<file path="src/rtl/path_stack_unit.sv">
`default_nettype none
// ============================================================================
// Module   : path_stack_unit
// Purpose  : LIFO stack datapath for the backtracking search controller.
//            It accepts one init, push or pop command at a time. When the
//            command has completed it gives a one-cycle 'updated' pulse with
//            a registered top-of-stack and entry count.
// Ports    : clk, rst             clock / synchronous active-high reset
//            load_init, init_data clear stack and seed entry 0
//            push, push_data      push one entry
//            poping               pop the top entry
//            top_data, count      registered top entry (0 when empty), depth
//            updated, busy        completion pulse, command in progress
//            done, full           count==0, count==DEPTH
//            overflow, underflow  sticky error flags (cleared by load_init)
// Revision : 1.0  initial release
// ============================================================================
module path_stack_unit #(
  parameter int DATA_W = 8,
  parameter int ADDR_W = 4
) (
  input  logic              clk,
  input  logic              rst,
  input  logic              load_init,
  input  logic [DATA_W-1:0] init_data,
  input  logic              push,
  input  logic [DATA_W-1:0] push_data,
  input  logic              poping,
  output logic [DATA_W-1:0] top_data,
  output logic [ADDR_W:0]   count,
  output logic              updated,
  output logic              busy,
  output logic              done,
  output logic              full,
  output logic              overflow,
  output logic              underflow
);

  localparam int              DEPTH      = 1 << ADDR_W;
  localparam logic [ADDR_W:0] FULL_COUNT = (ADDR_W+1)'(DEPTH);
  localparam logic [ADDR_W:0] ONE        = (ADDR_W+1)'(1);

  typedef enum logic [1:0] {IDLE, EXEC, FETCH, ACK} state_t;
  typedef enum logic [1:0] {CMD_INIT, CMD_PUSH, CMD_POP} cmd_t;

  state_t              state, state_next;
  cmd_t                cmd_q;
  logic [DATA_W-1:0]   data_q;
  logic [DATA_W-1:0]   mem [DEPTH];
  logic [ADDR_W:0]     count_m1;
  logic                any_cmd;

  assign any_cmd  = load_init | push | poping;
  assign count_m1 = count - ONE;

  assign done    = (count == '0);
  assign full    = (count == FULL_COUNT);
  assign busy    = (state != IDLE);
  assign updated = (state == ACK);

  // State register
  always_ff @(posedge clk) begin
    if (rst) begin
      state <= IDLE;
    end else begin
      state <= state_next;
    end
  end

  // Next-state logic: fixed four-step sequence once a command is accepted
  always_comb begin
    state_next = state;
    case (state)
      IDLE:    if (any_cmd) state_next = EXEC;
      EXEC:    state_next = FETCH;
      FETCH:   state_next = ACK;
      ACK:     state_next = IDLE;
      default: state_next = IDLE;
    endcase
  end

  // Command latch, count, top-of-stack and sticky flags
  always_ff @(posedge clk) begin
    if (rst) begin
      cmd_q     <= CMD_POP;
      data_q    <= '0;
      count     <= '0;
      top_data  <= '0;
      overflow  <= 1'b0;
      underflow <= 1'b0;
    end else begin
      case (state)
        IDLE: begin
          // Priority load_init > push > poping; commands are only seen here
          if (load_init) begin
            cmd_q  <= CMD_INIT;
            data_q <= init_data;
          end else if (push) begin
            cmd_q  <= CMD_PUSH;
            data_q <= push_data;
          end else if (poping) begin
            cmd_q  <= CMD_POP;
          end
        end
        EXEC: begin
          case (cmd_q)
            CMD_INIT: begin
              count     <= ONE;
              overflow  <= 1'b0;
              underflow <= 1'b0;
            end
            CMD_PUSH: begin
              if (full) overflow <= 1'b1;
              else      count    <= count + ONE;
            end
            default: begin
              if (done) underflow <= 1'b1;
              else      count     <= count_m1;
            end
          endcase
        end
        FETCH: begin
          top_data <= done ? '0 : mem[count_m1[ADDR_W-1:0]];
        end
        default: ;
      endcase
    end
  end

  // Storage is not reset; a reset arriving in EXEC suppresses the write
  always_ff @(posedge clk) begin
    if (!rst && state == EXEC) begin
      if (cmd_q == CMD_INIT) begin
        mem[0] <= data_q;
      end else if (cmd_q == CMD_PUSH && !full) begin
        mem[count[ADDR_W-1:0]] <= data_q;
      end
    end
  end

endmodule
`default_nettype wire

</file>
<file path="config.mk">
export PLATFORM = sky130hd
export DESIGN_NAME = path_stack_unit
export DESIGN_NICKNAME = d
export VERILOG_FILES = /design/src/rtl/path_stack_unit.sv
export SDC_FILE = /design/constraint.sdc
export NUM_CORES = 1
export LEC_CHECK = 0
export BUFFER_PORTS_ARGS = -buffer_cell sky130_fd_sc_hd__buf_2
export CORE_MARGIN = 2
export CORE_UTILIZATION = 57
export DETAILED_ROUTE_END_ITERATION = 12
export GPL_TIMING_DRIVEN = 0
export PLACE_DENSITY_LB_ADDON = 0.12
export SKIP_CTS_REPAIR_TIMING = 1
export SYNTH_ARGS = -nofsm -noshare
export SYNTH_HDL_FRONTEND = slang
export SYNTH_SLANG_ARGS = --single-unit
</file>
<file path="constraint.sdc">
create_clock -name clk -period 3.2 [get_ports clk]
set_clock_uncertainty 0.05 [all_clocks]
set_input_delay 0.32 -clock clk [delete_from_list [all_inputs] [get_ports clk]]
set_output_delay 0.32 -clock clk [all_outputs]
set_load 0.02 [all_outputs]
</file>
==> results of run 1 <==
## power groups by stage
stage	registers [mW]	logic, mW	clock network, mW
3_3_place_gp	2.73	3.11	0
4_1_cts	2.70	3.16	1.99
6_report	2.70	3.21	1.97
5_1_grt	2.72	3.42	2.09
2_1_floorplan	2.69	2.29	0
3_5_place_dp	2.74	3.13	0
## kinds of logic (layout without fill, tap and decap cells)
| group | Yosys count | count (layout) |
|---|---|---|
| xor gates and xnor gates | 4 | 4 |
| AOI/OAI and AO/OA | 64 | 64 |
| adders and majority gates | 7 | 7 |
| DFF | 155 | 155 |
| and+or+nand+nor | 76 | 76 |
| muxes | 65 | 65 |
| buffers and inverters | 31 | 102 |
## layout by cell type (no fill, tap or decap), drive strengths merged, types with 3 or more instances in the layout
| master | n |
|---|---|
| edfxtp | 128 |
| buf | 48 |
| mux2i | 46 |
| nor2 | 44 |
| clkbuf | 29 |
| dfxtp | 27 |
| mux4 | 19 |
| a22oi | 15 |
| inv | 13 |
| a211oi | 11 |
| nand2 | 10 |
| a22o | 8 |
| a21oi | 7 |
| o21ai | 7 |
| ha | 7 |
| nor3 | 7 |
| a31o | 7 |
| clkinvlp | 5 |
| xnor2 | 4 |
| clkinv | 4 |
| nand2b | 3 |
| nand3 | 3 |
| bufinv | 3 |
| nor2b | 3 |
## registers in the layout (all words and copies together) (netlist names)
name	flops
underflow	1
cmd_q	2
count	5
state	2
data_q	8
mem	128
overflow	1
top_data	8
## worst reg2reg max path, delay by kind of cell, from the launching register on
family	cells	cell delay [ns]
flip-flops	1	0.37
AND/OR/NAND/NOR	1	0.53
adder cells (fa/ha/maj)	1	0.44
buffers and inverters	4	0.84
AO/OA/AOI/OAI	3	0.74
## routing by layer
metal	routed length (um)	part of all wire (%)	GRT usage (%)
met4	237	1.8	8.50
met5	0	0	0
met1	5670	42	33.7
met3	901	6.7	4.47
met2	6550	49	38.1
## metrics by stage
step	util, %	std cells	hold slack [ns]	setup slack, ns	total power, mW
2_1_floorplan	-	402	0.445	0.445	4.98
3_3_place_gp	62.2	581	0.405	-0.129	5.84
3_5_place_dp	62.2	581	0.412	-0.193	5.87
4_1_cts	67.6	613	0.0444	-0.201	7.84
5_1_grt	67.8	613	0.0951	0.0356	8.23
6_report	67.8	613	0.0616	0.124	7.88
## area by class of cell
| class | count | area share, % |
|---|---|---|
| sequential | 155 | 59.4 |
| multi-input combinational | 216 | 25.4 |
| clock buffer | 18 | 5.66 |
| timing repair buffer | 39 | 2.64 |
| tap | 140 | 2.37 |
| clock inverter | 14 | 2.31 |
| buffer | 20 | 1.63 |
| inverter | 11 | 0.559 |
## worst paths after layout
| kind | to | start | depth (start not counted) |
|---|---|---|---|
| worst min-delay path | cmd_q[1] | poping | 3 |
| worst min register to register | top_data[6] | top_data[6] | 1 |
| worst max register to register | top_data[2] | count[0] | 9 |
| worst max-delay path | top_data[2] | count[0] | 9 |
==> run_results.csv, run 1 <==
group,metric,value,unit
grt,grt_pass1_vias,3479,
floorplan,die-area,12100,um2
pwr,seqPwrFrac,34.3,%
floorplan,fp.dieH,110,um
critical_path,crit_chain,"buf_6, buf_4, inv_1, ha_1, clkbuf_2, nor2_1, a22oi_1, a31o_1, a22o_1",
critical_path,cp-end-kind,"register",
yosys,synthSimpleGateAreaFrac,5.31,%
cts,ctsLongestPathBuffers,2,
yosys,syn-cell-area,6400,um2
sta,final-hold-violation-count,0,
drt,routed_wl,13400,um
final_layout,multi_input_area,1880,um2
critical_path,crit_required,3.56,ns
yosys,yosys_warnings,0,
yosys,muxShareOfSynthArea,14.3,%
yosys,synth_ff_type,"edfxtp_1",
drt,remaining_drc_errors,0,
yosys,synth-edff-count,128,
outcome,status,"finished, final reports clean",
sta,worstMarginPinSlew,1.22,ns
cts,cts_tree,"built",
floorplan,initial_core_util,58.8,%
yosys,synth_top_area_share,60.0,%
pwr,p_clk_share,25.0,%
cts,insertion_delay,0.52,ns
pwr,vdd_drop_max,0.647,mV
final_layout,fin_area,7380,um2
place,port_buffers,39,
critical_path,reg2reg_slack,0.12,ns
critical_path,cp_slowest_cell,"nor2_1",
pwr,p_switching,2.87,mW
cts,clkTransAtPathRegs,0.06,ns
yosys,synth_nets,430,
yosys,synthCells,402,
yosys,yosys.area_share.adder,1.37,%
critical_path,crit_arrival,3.44,ns
yosys,ys_seq_area_share,68.5,%
final_layout,n_fill_cell,740,
pwr,power_leakage,2.57,nW
critical_path,worstSetupPathType,"reg -> reg",
yosys,synth_area_leaders,"edfxtp_1 (60%), dfxtp_1 (8.4%), mux2i_1 (7.2%)",
run,drv_cap,0,
sta,fmax,325,MHz
grt,grt_start_max_net_pins,18,
worst_hold_path,hold_class,"in -> reg",
critical_path,startpoint_type,"register",
yosys,yosysTopAreaCell,"edfxtp_1",
cts,clock_sinks,155,
pwr,internal-power,5.01,mW
sta,setup_viol,0,
yosys,synth_compound_gate_area_share,7.25,%
drt,postRouteAntennaNets,0,
yosys,synthTopCellsByCount,"edfxtp_1 (128), mux2i_1 (46), nor2_1 (44)",
critical_path,critPathTopFamily,"buffers and inverters",
grt,grt-ovfl-total,0,
grt,antenna_found_initial,0,
yosys,yosysMostFrequentCell,"edfxtp_1",
final_layout,layout.nets,488,
sta,period_share,96.1,%
place,postPlaceCellArea,6770,um2
floorplan,die_w,110,um
final_layout,seq_area,4380,um2
sta,slew_violations,0,
sta,tns,0,ns
cts,htreeDepth,4,
grt,grt_usage,24.0,%
yosys,ys_ff_latch,155,
pwr,p_per_area,1070,nW/um2
final_layout,drive_gt1_share,21.4,%
yosys,syn_area_per_cell,15.9,um2
drt,drtIter0Drc,350,
final_layout,antenna_cells,0,
yosys,synth-xor-area-share,0.840,%
sta,fin_crit,3.08,ns
sta,rsz0062_at_grt,"no",
place,routabilityCongestion,0.855,
drt,vias,3686,
critical_path,slowest_delay,0.53,ns
floorplan,core,10900,um2
critical_path,crit_buf_inv,4,
grt,grt_pass1_wl,20100,um
yosys,ys_types,42,
yosys,async_reset_ff_share,0,%
final_layout,synthToLayoutAreaGrowth,15.3,%
sta,maxSlewHeadroom,18.2,%
yosys,synth_top_family_by_area,"multiplexers",
cts,cts_made_buffers,17,
drt,wire_per_inst,21.8,um
critical_path,critPathMaxFanout,10,
drt,viasPerCell,6.01,
pwr,combPwrFrac,40.7,%
place,dp_hpwl,8710,um
drt,first_pass_iters,5,
floorplan,rows,38,
pwr,switching_share,36.5,%
floorplan,top_level_ports,40,
cts,clock-root-buffer,"clkbuf_8",
Note: power is estimated with default switching activity, not from simulation.
==> inputs of run 2 (changes only) <==
- CORE_ASPECT_RATIO: default -> 2
==> run 2 against run 1 <==
Register-to-register slack better by 0.03 ns. Sequential share of layout area is 0.49 points lower. Die area up 0.43%. Critical endpoint is now top_data[4]. Sequential power about the same. Largest power group unchanged. Sequential cell count unchanged.
==> run_results.csv, run 2 (same netlist as run 1, synthesis figures left out) <==
group,metric,value,unit
cts,cts_made_buffers,17,
place,port_buffers,39,
place,routabilityCongestion,0.940,
sta,slew_violations,0,
grt,antenna_found_initial,0,
drt,drtIter0Drc,240,
pwr,p_per_area,1080,nW/um2
final_layout,top_regs,"mem (128), data_q (8), top_data (8)",
cts,cts_tree,"built",
final_layout,layout_common_cells,"edfxtp_1 (128), mux2i_1 (46), buf_2 (43), nor2_1 (43), dfxtp_1 (27)",
cts,htreeDepth,4,
critical_path,crit_required,3.46,ns
sta,fmax,329,MHz
final_layout,drive_gt1_share,21.9,%
final_layout,final_common_cell,"edfxtp_1",
worst_hold_path,hold_class,"in -> reg",
pwr,power_leakage,2.62,nW
sta,worstMarginPinSlew,1.24,ns
floorplan,fp.dieH,154,um
critical_path,critPathMaxFanout,10,
grt,grt_start_max_net_pins,18,
sta,finalHoldWorstSlack,0.156,ns
place,place_inst,581,
run,drv_cap,0,
floorplan,die-area,12200,um2
floorplan,core,10900,um2
drt,first_pass_iters,5,
sta,final-hold-violation-count,0,
critical_path,crit_arrival,3.30,ns
grt,grt_usage,24.3,%
floorplan,rows,54,
pwr,vdd_drop_max,0.666,mV
sta,setup_viol,0,
final_layout,regMostFlops,"mem",
grt,grt-ovfl-total,0,
drt,postRouteAntennaNets,0,
critical_path,cp-end-kind,"register",
floorplan,top_level_ports,40,
cts,clock-root-buffer,"clkbuf_16",
cts,ctsLongestPathBuffers,2,
place,dp_hpwl,9470,um
cts,clock_sinks,155,
floorplan,initial_core_util,58.5,%
drt,viasPerCell,6.01,
cts,insertion_delay,0.42,ns
final_layout,synthToLayoutAreaGrowth,16.2,%
drt,wire_per_inst,22.4,um
grt,grt_pass1_wl,20800,um
sta,fin_crit,3.04,ns
cts,clkTransAtPathRegs,0.06,ns
final_layout,largest_reg_flops,128,
final_layout,layout.cells.non_filler,615,
final_layout,antenna_cells,0,
sta,maxSlewHeadroom,16.9,%
drt,routed_wl,13800,um
critical_path,startpoint_type,"register",
sta,period_share,95.0,%
critical_path,worstSetupPathType,"reg -> reg",
floorplan,die_w,79.0,um
outcome,status,"finished, final reports clean",
grt,grt_pass1_vias,3791,
drt,remaining_drc_errors,0,
final_layout,layout.nets,490,
drt,vias,3694,
[run 2: cell count changes in the layout (fill, tap and decap cells not counted), moves of 2 or more]
| cell | change |
|---|---|
| clkinv_4 | +3 |
| clkinvlp_4 | -5 |
| clkinv_1 | -2 |
| clkbuf_8 | +2 |
| buf_2 | +2 |
| clkbuf_16 | +2 |
[run 2: area by class of cell]
cell class | count | area (um2)
plain buffers | 20 | 116
clock buffers | 21 | 492
clock inverters | 11 | 156
fillers | 767 | 3500
inverters | 11 | 41.3
multi-input cells | 216 | 1870
flip-flops and latches | 155 | 4380
well taps | 140 | 175
repair buffers | 41 | 208
[run 2: power by group]
group,internal [mW],switching [mW]
Clock,1.35,0.791
Sequential,2.45,0.241
Combinational,1.36,1.85
Total,5.16,2.89
[run 2: layer usage]
layer / part of all wire [%] / track usage (%) / routed length, um / vias to the layer above
met4: 4.0 / 12.4 / 550 / 0
met2: 57 / 45.2 / 7810 / 145
met5: 0 / 0 / 0 / -
met3: 3.9 / 4.17 / 539 / 34
met1: 35 / 25.7 / 4870 / 1815
li1: - / - / - / 1700
[run 2: metrics by stage]
step	util [%]	instance area [um2]	setup TNS [ns]	setup slack [ns]	power [mW]
5_1_grt	68.0	7440	-0.0136	-0.0136	8.39
4_1_cts	67.8	7420	-0.925	-0.161	8.05
3_5_place_dp	61.9	6770	-1.08	-0.191	5.91
2_1_floorplan	-	6400	0	0.445	4.98
3_3_place_gp	61.9	6770	-0.631	-0.135	5.85
6_report	68.0	7440	0	0.159	8.05
[run 2: worst max-delay path: stages (launching register included)]
cell	delay (ns)
dfxtp_1	0.37
clkbuf_1	0.39
inv_1	0.17
ha_1	0.45
clkbuf_2	0.36
mux4_1	0.42
mux2i_1	0.26
nor2_1	0.07
a31o_2	0.22
a22o_1	0.17
[run 2: final timing paths]
path               startpoint          end  slack, ns  cells after the start
setup / recovery     count[1]  top_data[4]       0.16                      9
hold / removal         poping     cmd_q[1]       0.16                      3
setup reg to reg     count[1]  top_data[4]       0.16                      9
hold reg to reg   top_data[4]  top_data[4]       0.42                      1
==> inputs of run 3 (changes only) <==
- clock period: 3.2 -> 3.4 ns (I/O delays scaled with it)
==> run 3 against run 2 <==
Maximum frequency decreased by 7.3%. First-iteration DRC count increased by 0.83%. Clock power decreased by 6%. Combinational power decreased by 6.2%. Largest cell class unchanged.
==> run_results.csv, run 3 (same netlist as run 1, synthesis figures left out) <==
group,metric,value,unit
worst_hold_path,min-delay-start,"poping",
sta,slew_violations,0,
floorplan,fp.dieH,154,um
final_layout,largest_reg_flops,128,
final_layout,layout_common_cells,"edfxtp_1 (128), mux2i_1 (46), nor2_1 (44)",
pwr,power_leakage,2.61,nW
critical_path,r2r-start,"count[1]",
cts,cts_tree,"built",
drt,drtIter0Drc,242,
floorplan,core,10900,um2
critical_path,crit_arrival,3.54,ns
grt,antenna_found_initial,0,
grt,grt-ovfl-total,0,
critical_path,cp-end-kind,"register",
pwr,p_per_area,1020,nW/um2
grt,grt_pass1_wl,20800,um
place,routabilityCongestion,0.940,
sta,worstMarginPinSlew,1.22,ns
drt,viasPerCell,6.00,
floorplan,rows,54,
floorplan,die_w,79.0,um
critical_path,crit_required,3.66,ns
critical_path,cp_slowest_cell,"clkbuf_1",
drt,postRouteAntennaNets,0,
drt,remaining_drc_errors,0,
critical_path,crit_chain,"clkbuf_1, inv_1, ha_1, clkbuf_1, mux4_1, mux2i_1, nor2_1, a31o_2, a22o_1",
final_layout,layout.nets,490,
drt,routed_wl,13700,um
sta,setup_viol,0,
final_layout,antenna_cells,0,
cts,clock_sinks,155,
floorplan,die-area,12200,um2
cts,ctsLongestPathBuffers,2,
cts,htreeDepth,4,
drt,wire_per_inst,22.3,um
cts,cts_made_buffers,17,
pwr,power,7.57,mW
final_layout,drive_gt1_share,21.3,%
cts,clock-root-buffer,"clkbuf_16",
critical_path,cpMostUsedCell,"clkbuf_1",
critical_path,worstSetupPathType,"reg -> reg",
final_layout,regMostFlops,"mem",
grt,grt_usage,24.3,%
outcome,status,"finished, final reports clean",
sta,period_share,96.5,%
place,port_buffers,39,
place,dp_hpwl,9470,um
critical_path,startpoint_type,"register",
sta,final-hold-violation-count,0,
sta,maxSlewHeadroom,18.2,%
sta,tns,0,ns
critical_path,critPathMaxFanout,10,
floorplan,initial_core_util,58.5,%
final_layout,top_regs,"mem (128), data_q (8), top_data (8)",
worst_hold_path,hold_class,"in -> reg",
sta,fin_crit,3.28,ns
run,drv_cap,0,
sta,rsz0062_at_grt,"no",
final_layout,final_common_cell,"edfxtp_1",
final_layout,synthToLayoutAreaGrowth,16.1,%
cts,insertion_delay,0.42,ns
grt,grt_pass1_vias,3791,
floorplan,top_level_ports,40,
drt,vias,3693,
drt,first_pass_iters,5,
cts,clkTransAtPathRegs,0.06,ns
grt,grt_start_max_net_pins,18,
sta,fmax,305,MHz
critical_path,slowest_delay,0.56,ns
critical_path,cp-startpoint,"count[1]",
pwr,vdd_drop_max,0.615,mV
run 3: metrics by stage:
stage	std cells	setup slack [ns]	hold WS, ns	cell area [um2]	utilization (%)
final	615	0.121	0.173	7440	67.9
after global routing	615	0.00167	0.209	7440	67.9
after CTS	613	0.0386	0.165	7420	67.8
after detailed placement	581	0.00916	0.414	6770	61.9
after global placement	581	0.0647	0.405	6770	61.9
after floorplan	402	0.645	0.454	6400	-
run 3: path summary, 6_finish.rpt:
kind / endpoint / slack, ns / cells after the start
setup / recovery: top_data[1] / 0.12 / 9
hold / removal: cmd_q[1] / 0.17 / 3
setup reg to reg: top_data[1] / 0.12 / 9
hold reg to reg: top_data[4] / 0.42 / 1
run 3: report_power, final:
part           internal [mW]  switching, mW
logic                   1.28           1.74
clock network           1.27          0.745
registers               2.31          0.227
run 3: critical path, delay by kind of cell, from the launching register on:
family | cells | cell delay [ns]
compound gates | 2 | 0.43
fa+ha+maj | 1 | 0.44
buf+inv | 3 | 1.12
flops | 1 | 0.37
mux | 2 | 0.68
simple gates | 1 | 0.08
run 3: metal layers:
metal	track usage [%]	vias to the layer above	wire, um
met2	45.2	146	7810
met1	25.7	1817	4840
met3	4.17	33	560
met5	0	-	0
met4	12.4	0	527
li1	-	1697	-
run 3: final cells by class:
class | count | area (um2)
buffer | 20 | 114
clock buffer | 21 | 492
clock inverter | 11 | 156
fill | 765 | 3510
inverter | 11 | 41.3
multi-input combinational | 216 | 1870
sequential | 155 | 4380
tap | 140 | 175
timing repair buffer | 41 | 208
